--- config.mk ---
export PLATFORM = sky130hd
export DESIGN_NAME = uart_multiplier
export DESIGN_NICKNAME = d
export VERILOG_FILES = /design/src/rtl/uart_multiplier_pkg.sv /design/src/rtl/uart_phy.sv /design/src/rtl/uart_multiplier.sv
export SDC_FILE = /design/constraint.sdc
export NUM_CORES = 1
export LEC_CHECK = 0
export CAP_MARGIN = 10
export CORE_ASPECT_RATIO = 0.5
export CORE_UTILIZATION = 58
export DETAILED_ROUTE_END_ITERATION = 10
export PLACE_DENSITY = 0.77
export SLEW_MARGIN = 15
export SYNTH_ARGS = -nofsm -noshare
export SYNTH_HDL_FRONTEND = slang
export SYNTH_SLANG_ARGS = --single-unit
--- constraint.sdc ---
create_clock -name CLK_IN -period 3.5 [get_ports CLK_IN]
set_input_delay 0.7 -clock CLK_IN [delete_from_list [all_inputs] [get_ports CLK_IN]]
set_output_delay 0.7 -clock CLK_IN [all_outputs]
set_load 0.02 [all_outputs]
--- src/rtl/uart_multiplier_pkg.sv ---
// Shared constants and state encodings for the UART-attached 64x64 multiplier.
package uart_multiplier_pkg;

    localparam int unsigned CLKS_PER_BIT_DEFAULT = 432;
    localparam int unsigned NBYTES               = 16;

    localparam logic UART_START = 1'b0;
    localparam logic UART_STOP  = 1'b1;

    typedef enum logic [2:0] {
        StIdle,
        StRecv,
        StMul,
        StSend,
        StWaitAck
    } state_t;

    typedef enum logic [1:0] {
        RxIdle,
        RxStart,
        RxData,
        RxStop
    } rx_state_t;

endpackage

--- src/rtl/uart_phy.sv ---
// 8N1 byte receiver (valid strobe plus framing-error flag) and byte transmitter.
module uart_phy
    import uart_multiplier_pkg::*;
#(
    parameter int unsigned CLKS_PER_BIT = CLKS_PER_BIT_DEFAULT
) (
    input  logic       i_clk,
    input  logic       i_rst_n,
    input  logic       i_rx,
    output logic [7:0] o_rx_data,
    output logic       o_rx_valid,
    output logic       o_rx_ferr,
    input  logic       i_tx_start,
    input  logic [7:0] i_tx_data,
    output logic       o_tx_ready,
    output logic       o_tx_busy,
    output logic       o_tx
);

    localparam logic [15:0] HALF_CNT = 16'(CLKS_PER_BIT / 2 - 1);
    localparam logic [15:0] FULL_CNT = 16'(CLKS_PER_BIT - 1);

    logic        r_rx_meta;
    logic        r_rx_sync;
    logic        r_rx_prev;
    rx_state_t   r_rx_state;
    logic [15:0] r_rx_cnt;
    logic [2:0]  r_rx_bit_idx;
    logic [7:0]  r_rx_shift;
    logic        r_rx_valid;
    logic        r_rx_ferr;

    logic        r_tx_active;
    logic [9:0]  r_tx_frame;
    logic [3:0]  r_tx_bit_idx;
    logic [15:0] r_tx_cnt;

    always_ff @(posedge i_clk or negedge i_rst_n) begin
        if (!i_rst_n) begin
            r_rx_meta    <= 1'b1;
            r_rx_sync    <= 1'b1;
            r_rx_prev    <= 1'b1;
            r_rx_state   <= RxIdle;
            r_rx_cnt     <= '0;
            r_rx_bit_idx <= '0;
            r_rx_shift   <= '0;
            r_rx_valid   <= 1'b0;
            r_rx_ferr    <= 1'b0;
        end else begin
            r_rx_meta  <= i_rx;
            r_rx_sync  <= r_rx_meta;
            r_rx_prev  <= r_rx_sync;
            r_rx_valid <= 1'b0;
            r_rx_ferr  <= 1'b0;
            unique case (r_rx_state)
                RxIdle: begin
                    if (r_rx_prev && !r_rx_sync) begin
                        r_rx_state <= RxStart;
                        r_rx_cnt   <= '0;
                    end
                end
                RxStart: begin
                    // A glitch that is high again at mid-bit is not a start bit.
                    if (r_rx_cnt == HALF_CNT) begin
                        r_rx_cnt     <= '0;
                        r_rx_bit_idx <= '0;
                        r_rx_state   <= r_rx_sync ? RxIdle : RxData;
                    end else begin
                        r_rx_cnt <= r_rx_cnt + 16'd1;
                    end
                end
                RxData: begin
                    if (r_rx_cnt == FULL_CNT) begin
                        r_rx_cnt     <= '0;
                        r_rx_shift   <= {r_rx_sync, r_rx_shift[7:1]};
                        r_rx_bit_idx <= r_rx_bit_idx + 3'd1;
                        if (r_rx_bit_idx == 3'd7) begin
                            r_rx_state <= RxStop;
                        end
                    end else begin
                        r_rx_cnt <= r_rx_cnt + 16'd1;
                    end
                end
                RxStop: begin
                    if (r_rx_cnt == FULL_CNT) begin
                        r_rx_cnt   <= '0;
                        r_rx_valid <= 1'b1;
                        r_rx_ferr  <= (r_rx_sync != UART_STOP);
                        r_rx_state <= RxIdle;
                    end else begin
                        r_rx_cnt <= r_rx_cnt + 16'd1;
                    end
                end
                default: r_rx_state <= RxIdle;
            endcase
        end
    end

    assign o_rx_data  = r_rx_shift;
    assign o_rx_valid = r_rx_valid;
    assign o_rx_ferr  = r_rx_ferr;

    // Ready in the last clock of a stop bit so the next frame follows with no gap.
    assign o_tx_ready = !r_tx_active || (r_tx_cnt == FULL_CNT && r_tx_bit_idx == 4'd9);
    assign o_tx_busy  = r_tx_active;
    assign o_tx       = r_tx_active ? r_tx_frame[0] : UART_STOP;

    always_ff @(posedge i_clk or negedge i_rst_n) begin
        if (!i_rst_n) begin
            r_tx_active  <= 1'b0;
            r_tx_frame   <= '1;
            r_tx_bit_idx <= '0;
            r_tx_cnt     <= '0;
        end else if (i_tx_start && o_tx_ready) begin
            r_tx_active  <= 1'b1;
            r_tx_frame   <= {UART_STOP, i_tx_data, UART_START};
            r_tx_bit_idx <= '0;
            r_tx_cnt     <= '0;
        end else if (r_tx_active) begin
            if (r_tx_cnt == FULL_CNT) begin
                r_tx_cnt <= '0;
                if (r_tx_bit_idx == 4'd9) begin
                    r_tx_active <= 1'b0;
                end else begin
                    r_tx_frame   <= {1'b1, r_tx_frame[9:1]};
                    r_tx_bit_idx <= r_tx_bit_idx + 4'd1;
                end
            end else begin
                r_tx_cnt <= r_tx_cnt + 16'd1;
            end
        end
    end

endmodule

--- src/rtl/uart_multiplier.sv ---
// Receives a 16-byte operand block over UART, computes the 128-bit product A*B
// with a shift-add datapath and returns it over UART, then waits for the peer ack.
module uart_multiplier
    import uart_multiplier_pkg::*;
#(
    parameter int unsigned CLKS_PER_BIT = CLKS_PER_BIT_DEFAULT
) (
    input  logic CLK_IN,
    input  logic resetIn,
    input  logic UART_RX,
    input  logic RECEIVED_IN,
    output logic UART_TX,
    output logic RECEIVED_OUT
);

    logic [7:0] w_rx_data;
    logic       w_rx_valid;
    logic       w_rx_ferr;
    logic       w_rx_ok;
    logic       w_tx_start;
    logic [7:0] w_tx_data;
    logic       w_tx_ready;
    logic       w_tx_busy;

    state_t       r_state;
    logic [3:0]   r_byte_cnt;
    // Bytes 0..14 only; byte 15 goes straight into the multiplier register.
    logic [119:0] r_blk;
    logic [127:0] r_prod;
    logic [127:0] r_mcand;
    logic [63:0]  r_mplier;
    logic [5:0]   r_mul_cnt;
    logic [4:0]   r_send_idx;
    logic         r_received_out;

    uart_phy #(
        .CLKS_PER_BIT(CLKS_PER_BIT)
    ) u_phy (
        .i_clk      (CLK_IN),
        .i_rst_n    (resetIn),
        .i_rx       (UART_RX),
        .o_rx_data  (w_rx_data),
        .o_rx_valid (w_rx_valid),
        .o_rx_ferr  (w_rx_ferr),
        .i_tx_start (w_tx_start),
        .i_tx_data  (w_tx_data),
        .o_tx_ready (w_tx_ready),
        .o_tx_busy  (w_tx_busy),
        .o_tx       (UART_TX)
    );

    assign w_rx_ok      = w_rx_valid && !w_rx_ferr;
    assign w_tx_start   = (r_state == StSend) && !r_send_idx[4] && w_tx_ready;
    assign w_tx_data    = r_prod[{r_send_idx[3:0], 3'b000} +: 8];
    assign RECEIVED_OUT = r_received_out;

    always_ff @(posedge CLK_IN or negedge resetIn) begin
        if (!resetIn) begin
            r_state        <= StIdle;
            r_byte_cnt     <= '0;
            r_blk          <= '0;
            r_prod         <= '0;
            r_mcand        <= '0;
            r_mplier       <= '0;
            r_mul_cnt      <= '0;
            r_send_idx     <= '0;
            r_received_out <= 1'b0;
        end else begin
            r_received_out <= 1'b0;
            unique case (r_state)
                StIdle, StRecv: begin
                    if (w_rx_ok) begin
                        if (r_byte_cnt == 4'(NBYTES - 1)) begin
                            r_byte_cnt     <= '0;
                            r_received_out <= 1'b1;
                            r_state        <= StMul;
                            r_mul_cnt      <= '0;
                            r_prod         <= '0;
                            r_mcand        <= {64'd0, r_blk[63:0]};
                            r_mplier       <= {w_rx_data, r_blk[119:64]};
                        end else begin
                            r_blk[{r_byte_cnt, 3'b000} +: 8] <= w_rx_data;
                            r_byte_cnt <= r_byte_cnt + 4'd1;
                            r_state    <= StRecv;
                        end
                    end
                end
                StMul: begin
                    if (r_mplier[0]) begin
                        r_prod <= r_prod + r_mcand;
                    end
                    r_mcand   <= r_mcand << 1;
                    r_mplier  <= r_mplier >> 1;
                    r_mul_cnt <= r_mul_cnt + 6'd1;
                    if (r_mul_cnt == 6'd63) begin
                        r_state    <= StSend;
                        r_send_idx <= '0;
                    end
                end
                StSend: begin
                    if (!r_send_idx[4]) begin
                        if (w_tx_ready) begin
                            r_send_idx <= r_send_idx + 5'd1;
                        end
                    end else if (!w_tx_busy) begin
                        r_state <= StWaitAck;
                    end
                end
                StWaitAck: begin
                    if (RECEIVED_IN) begin
                        r_state <= StIdle;
                    end
                end
                default: r_state <= StIdle;
            endcase
        end
    end

endmodule

==> impl_metrics.json, run 1 <==
{
  "finalWorstSetupSlack_ns": -0.262,
  "cp_data_required_time_ns": 3.98,
  "post_detailed_route_wirelength_per_cell_um": 21.8,
  "final_area_um2": 36800,
  "crit_path_end_kind": "register",
  "average_cell_area_after_synthesis_um2": 9.22,
  "dominant_cell_by_count_in_the_synthesized_netlist": "nand2_1",
  "die_y_extent_um": 164,
  "synth_area_leaders": "dfrtp_1 42%, nand2_1 6.8%, ha_1 5.9%",
  "finish.net_count": 3769,
  "cts.clk_slew.worst_paths_ns": 0.07,
  "cts_hold_buf": 0,
  "max_slew.worst_pin.slew_ns": 1.07,
  "die_w_um": 327,
  "mappedNetlistArea_um2": 30500,
  "grt.total_usage_pct": 35.2,
  "initial_utilization_pct": 58.8,
  "cells_along_the_critical_path": "ha_2, inv_2, fa_2, nand2b_4, a21o_1, buf_6, a211oi_4, o21bai_2, a2111oi_4, or2_4, and3_4, o21ai_4, a2111oi_4, o21bai_2, a21o_1, a32o_1",
  "timing_worst_setup_path_type": "register to register",
  "drt_iter0_drc": 2763,
  "maxCapViolCount": 0,
  "clock_root_buffer": "clkbuf_16",
  "fillers": 3903,
  "floorplan.die_area_um2": 53600,
  "buffer_ports.inserted": 5,
  "largest_net_degree_at_the_start_of_global_routing": 103,
  "netlist_instances": 3312,
  "cts.path.max_buffers": 3,
  "antenna_found_initial": 2,
  "ys_dominant_reg_cell": "dfrtp_1",
  "drt.antenna.violating_nets": 0,
  "first_pass_grt_wire_length_um": 148000,
  "detail_route.first_pass.iterations": 7,
  "synth_largest_area_cell": "dfrtp_1",
  "synth.lib_cells_used.distinct": 89,
  "slew_viol_final": 0,
  "timing.final.crit_period_ns": 3.76,
  "globalplace.congestion": 1.01,
  "core-area_um2": 52000,
  "area.growth.synth_to_final_pct": 20.6,
  "proportion_of_netlist_area_held_by_the_largest_area_contributor_pct": 41.9,
  "synth-async-reset-ratio_pct": 100,
  "std_cell_rows": 59,
  "synth.net_count": 3460,
  "post_synth_most_frequent_cells": "556 x nand2_1, 511 x dfrtp_1, 307 x nor2_1, 230 x o21ai_0, 195 x a21oi_1",
  "cts_inserted_buffers": 48,
  "ir_drop_mv": 0.526,
  "maxSlewHeadroom_pct": 27.8,
  "launching_element_type_of_the_critical_path": "register",
  "first_global_vias": 26260,
  "ctsHtreeMaxLevel": 2,
  "dp_hpwl_um": 68300,
  "clock_insertion_delay_worst_skew_ns": 0.62,
  "io_pins": 6,
  "status": "finished with violations",
  "yosys_warnings": 0,
  "report.final.setup_viol": 15,
  "antenna_cells_inserted": 0,
  "tightest_hold_check_type": "input pin to asynchronous set/reset pin",
  "total_power_per_unit_cell_area_nw_per_um2": 336,
  "synth_seq_cells": 523,
  "dp_slack_ns": -0.290,
  "timing.clock.skew_ns": 0.0358,
  "crit_fanout": 3,
  "detailed_place.area_um2": 34200,
  "fin_worst_hold_slack_ns": 0.0768,
  "worst_path_largest_cell_delay_ns": 0.41,
  "timing_hold_violations_final": 0,
  "cts.sink_count": 523,
  "slowest_cell_on_the_critical_path": "a2111oi_4",
  "yosysSeqAreaShare_pct": 42.9,
  "via_count": 27312,
  "fmax_ghz": 0.266,
  "gr-total-overflow": 0,
  "post-route-period-util_pct": 107,
  "power.static_leakage_nw": 17.0,
  "finalPower_mw": 12.4,
  "synth_edf_count": 0,
  "remaining_routing_drc_violations": 0,
  "route.final.wire_length_um": 95100,
  "tritoncts_clock_tree": "built",
  "cp.arrival_ns": 4.24,
  "violations": "negative setup slack",
  "detail_route.vias_per_cell": 6.26,
  "post_route_cells_drive_above_1_share_pct": 23.8,
  "rsz0062_at_grt": "yes"
}
-- final cells by class --
cell class              instances  area [µm²]  share of cell area, %
multi-input cells            2525       17200                   46.6
flip-flops and latches        523       13100                   35.6
repair buffers                468        3730                   10.1
clock buffers                  60        1330                   3.60
well taps                     701         877                   2.38
clock inverters                30         413                   1.12
inverters                      55         206                  0.561
-- per-layer routing --
layer	part of all wire (%)	global-route usage, %
met1	43	49.0
met2	46	56.5
met3	8.4	6.21
met4	3.1	10.5
met5	0.0074	0
-- placed cells by master (no fill, tap or decap), types with 68 or more instances in the layout --
cell and count:
a21o_1 92, a21oi_1 174, a22o_1 80, a31oi_1 134
buf_4 445, dfrtp_1 504, ha_1 119, mux2_2 129
nand2_1 551, nand4_1 76, nor2_1 301, o21ai_0 211
xnor2_1 68, xor2_1 79
-- worst paths after layout --
check	slack, ns	start	depth (start not counted)	end
hold reg to reg	0.36	u_phy.r_rx_meta	0	u_phy.r_rx_sync
setup reg to reg	-0.26	r_prod[0]	16	r_prod[102]
hold / removal	0.08	resetIn	1	r_mcand[98]
min in group CLK_IN	0.36	u_phy.r_rx_meta	0	u_phy.r_rx_sync
setup / recovery	-0.26	r_prod[0]	16	r_prod[102]
max in group asynchronous	2.48	resetIn	2	r_mplier[2]
-- sequential cells by signal, indices dropped and copies added (netlist names), 4 cells and up, named ones only --
signal              cells
r_blk                 120
u_phy.r_tx_frame        9
u_phy.o_rx_data         8
r_mcand               128
r_byte_cnt              4
r_mul_cnt               6
r_mplier               64
r_send_idx              5
u_phy.r_rx_cnt         16
r_prod                128
u_phy.r_tx_bit_idx      4
u_phy.r_tx_cnt         16
-- power by group --
group,internal (mW),switching (mW)
Combinational,0.116,0.307
Sequential,6.07,0.0300
Clock,3.26,2.58
-- kinds of logic (layout without fill, tap and decap cells) --
logic type / count (synthesis) / after routing / share of synthesized area (%)
buffers and inverters: 264 / 613 / 3.41
muxes: 173 / 173 / 7.84
and+or+nand+nor: 1148 / 1148 / 16.3
xor gates and xnor gates: 147 / 147 / 4.22
adders and majority gates: 144 / 144 / 5.92
AOI/OAI and AO/OA: 913 / 913 / 19.4
DFF: 523 / 523 / 42.9
-- worst max-delay path: cells and delay by family (launching register included) --
family | cells | cell delay (ns)
adders and majority gates | 2 | 0.53
buffers and inverters | 2 | 0.16
DFF | 1 | 0.38
and+or+nand+nor | 3 | 0.57
AOI/OAI and AO/OA | 9 | 1.98
-- per-stage QoR --
stage	TNS (ns)	std cells	util, %
final	-1.83	4362	70.8
after global routing	-3.66	4362	70.8
after CTS	-0.901	4349	69.6
after detailed placement	-3.22	4252	65.8
after global placement	-1.66	4252	65.8
after floorplan	0	3312	-
-- repair_timing --
item                       CTS  global route
hold endpoints to repair     0             0
setup endpoints to repair   34            61
resized for setup           37           113
pin swaps                   36            46
setup buffers                7            15
Power figures use the tool's default switching activity.
==> run 2, diff against run 1 <==
Settings changed: CORE_MARGIN set to 3.
==> run 2 against run 1 <==
The flow still finishes with violations (negative setup slack). Non-clock buffer count is 24 lower. Final cell count is 0.85% lower. Total power is 0.28% lower. Critical path depth stayed put. Core utilization is 1.1 points higher. Largest cell class unchanged. Wire length is 1.8% lower.
==> impl_metrics.json, run 2 (same netlist as run 1, synthesis figures left out) <==
{
  "status": "finished with violations",
  "violations": "negative setup slack",
  "slew_viol_final": 0,
  "cells_along_the_critical_path": "ha_2, inv_2, fa_2, nand2b_4, a21o_1, a21oi_2, o21ai_2, a31o_4, a2111oi_4, buf_4, o31ai_4, o41a_1, o221ai_2, a211oi_2, xor2_1, o21ai_1",
  "stdcell_count": 4325,
  "tightest_hold_check_type": "input pin to asynchronous set/reset pin",
  "clock_insertion_delay_worst_skew_ns": 0.62,
  "cp_data_required_time_ns": 3.96,
  "detail_route.first_pass.iterations": 6,
  "post-route-period-util_pct": 104,
  "cts.path.max_buffers": 3,
  "first_global_vias": 26509,
  "ctsHtreeMaxLevel": 2,
  "worst_path_largest_cell_delay_ns": 0.47,
  "timing_hold_violations_final": 0,
  "rsz0062_at_grt": "yes",
  "first_pass_grt_wire_length_um": 147000,
  "cts_hold_buf": 0,
  "fmax_ghz": 0.275,
  "cts.clk_slew.worst_paths_ns": 0.07,
  "detailed_place.area_um2": 34000,
  "drt.antenna.violating_nets": 0,
  "buffer_ports.inserted": 5,
  "largest_net_degree_at_the_start_of_global_routing": 194,
  "maxCapViolCount": 0,
  "cp.arrival_ns": 4.11,
  "floorplan.die_area_um2": 55600,
  "ir_drop_mv": 0.405,
  "remaining_routing_drc_violations": 0,
  "grt.total_usage_pct": 33.3,
  "fin_worst_hold_slack_ns": 0.137,
  "dp_slack_ns": -0.298,
  "finish.net_count": 3744,
  "drt_iter0_drc": 2899,
  "finalPower_mw": 12.3,
  "antenna_cells_inserted": 0,
  "antenna_found_initial": 2,
  "area.growth.synth_to_final_pct": 20.3,
  "die_w_um": 331,
  "post_detailed_route_wirelength_per_cell_um": 21.6,
  "die_y_extent_um": 168,
  "post_route_cells_drive_above_1_share_pct": 23.7,
  "report.final.setup_viol": 9,
  "timing.critical_path.buf_inv": 2,
  "crit_fanout": 2,
  "gr-total-overflow": 0,
  "io_pins": 6,
  "timing.rr.end": "r_prod[124]",
  "dp_hpwl_um": 67200,
  "launching_element_type_of_the_critical_path": "register",
  "final_area_um2": 36800,
  "std_cell_rows": 58,
  "final.setup.tns_ns": -0.585,
  "critPathTopFamily": "compound AO/OA/AOI/OAI gates",
  "biggestRegsByFlops": "r_mcand x128, r_prod x128, r_blk x120",
  "cts.sink_count": 523,
  "clock_root_buffer": "clkbuf_16",
  "worstReg2RegStart": "r_prod[0]",
  "core-area_um2": 51100,
  "timing_worst_setup_path_type": "register to register",
  "final_common_cell": "nand2_1",
  "route.final.wire_length_um": 93400,
  "detail_route.vias_per_cell": 6.29,
  "globalplace.congestion": 1.05,
  "via_count": 27214,
  "slowest_cell_on_the_critical_path": "o41a_1",
  "timing.clock.skew_ns": 0.0312,
  "final_cell_mix": "550 x nand2_1, 507 x dfrtp_1, 417 x buf_4",
  "post-place-cells": 4211,
  "total_power_per_unit_cell_area_nw_per_um2": 336,
  "tritoncts_clock_tree": "built",
  "worstRegToRegCells": 16,
  "maxSlewHeadroom_pct": 27.4,
  "timing.final.crit_period_ns": 3.64,
  "power.static_leakage_nw": 16.9,
  "cts_inserted_buffers": 47,
  "max_slew.worst_pin.slew_ns": 1.09,
  "reg2reg_slack_ns": -0.14,
  "crit_path_end_kind": "register",
  "finalWorstSetupSlack_ns": -0.143,
  "initial_utilization_pct": 59.8,
  "final_core_area_utilization_pct": 71.9
}
## run 2: how the worst max path moves through the flow
stage / start / end / slack [ns] / cells after the start
after floorplan: r_mcand[0] / r_prod[102] / 0.14 / 15
after global placement: r_prod[0] / r_prod[102] / -0.25 / 16
after detailed placement: r_prod[0] / r_prod[102] / -0.30 / 16
after CTS: r_prod[0] / r_prod[102] / -0.22 / 16
after global routing: r_prod[0] / r_prod[102] / -0.25 / 16
final: r_prod[0] / r_prod[124] / -0.14 / 16
## run 2: worst register-to-register path, stage by stage (launching register included)
cell and delay, ns:
dfrtp_1 0.36, ha_2 0.19, inv_2 0.04, fa_2 0.34
nand2b_4 0.15, a21o_1 0.18, a21oi_2 0.18, o21ai_2 0.08
a31o_4 0.27, a2111oi_4 0.28, buf_4 0.20, o31ai_4 0.10
o41a_1 0.47, o221ai_2 0.31, a211oi_2 0.12, xor2_1 0.16
o21ai_1 0.07
## run 2: layout make-up
class                      instances  area, µm²
multi-input combinational       2525      17300
tap                              690        863
sequential                       523      13100
fill                            3701      14300
timing repair buffer             444       3570
clock buffer                      62       1340
inverter                          55        206
clock inverter                    26        390
## run 2: repair_timing
action | CTS | global route
endpoints found under the setup margin | 38 | 47
resized for setup | 60 | 115
buffers inserted | 12 | 18
pin swaps | 34 | 53
## run 2: power by group
group / switching, mW / internal, mW / total (mW)
Sequential: 0.0314 / 6.07 / 6.11
Clock: 2.55 / 3.27 / 5.82
Combinational: 0.298 / 0.119 / 0.417
## run 2: per-layer routing
metal	track usage (%)	part of all wire (%)
met1	46.1	42
met2	53.1	45
met3	6.75	8.9
met4	10.3	3.6
met5	0	0
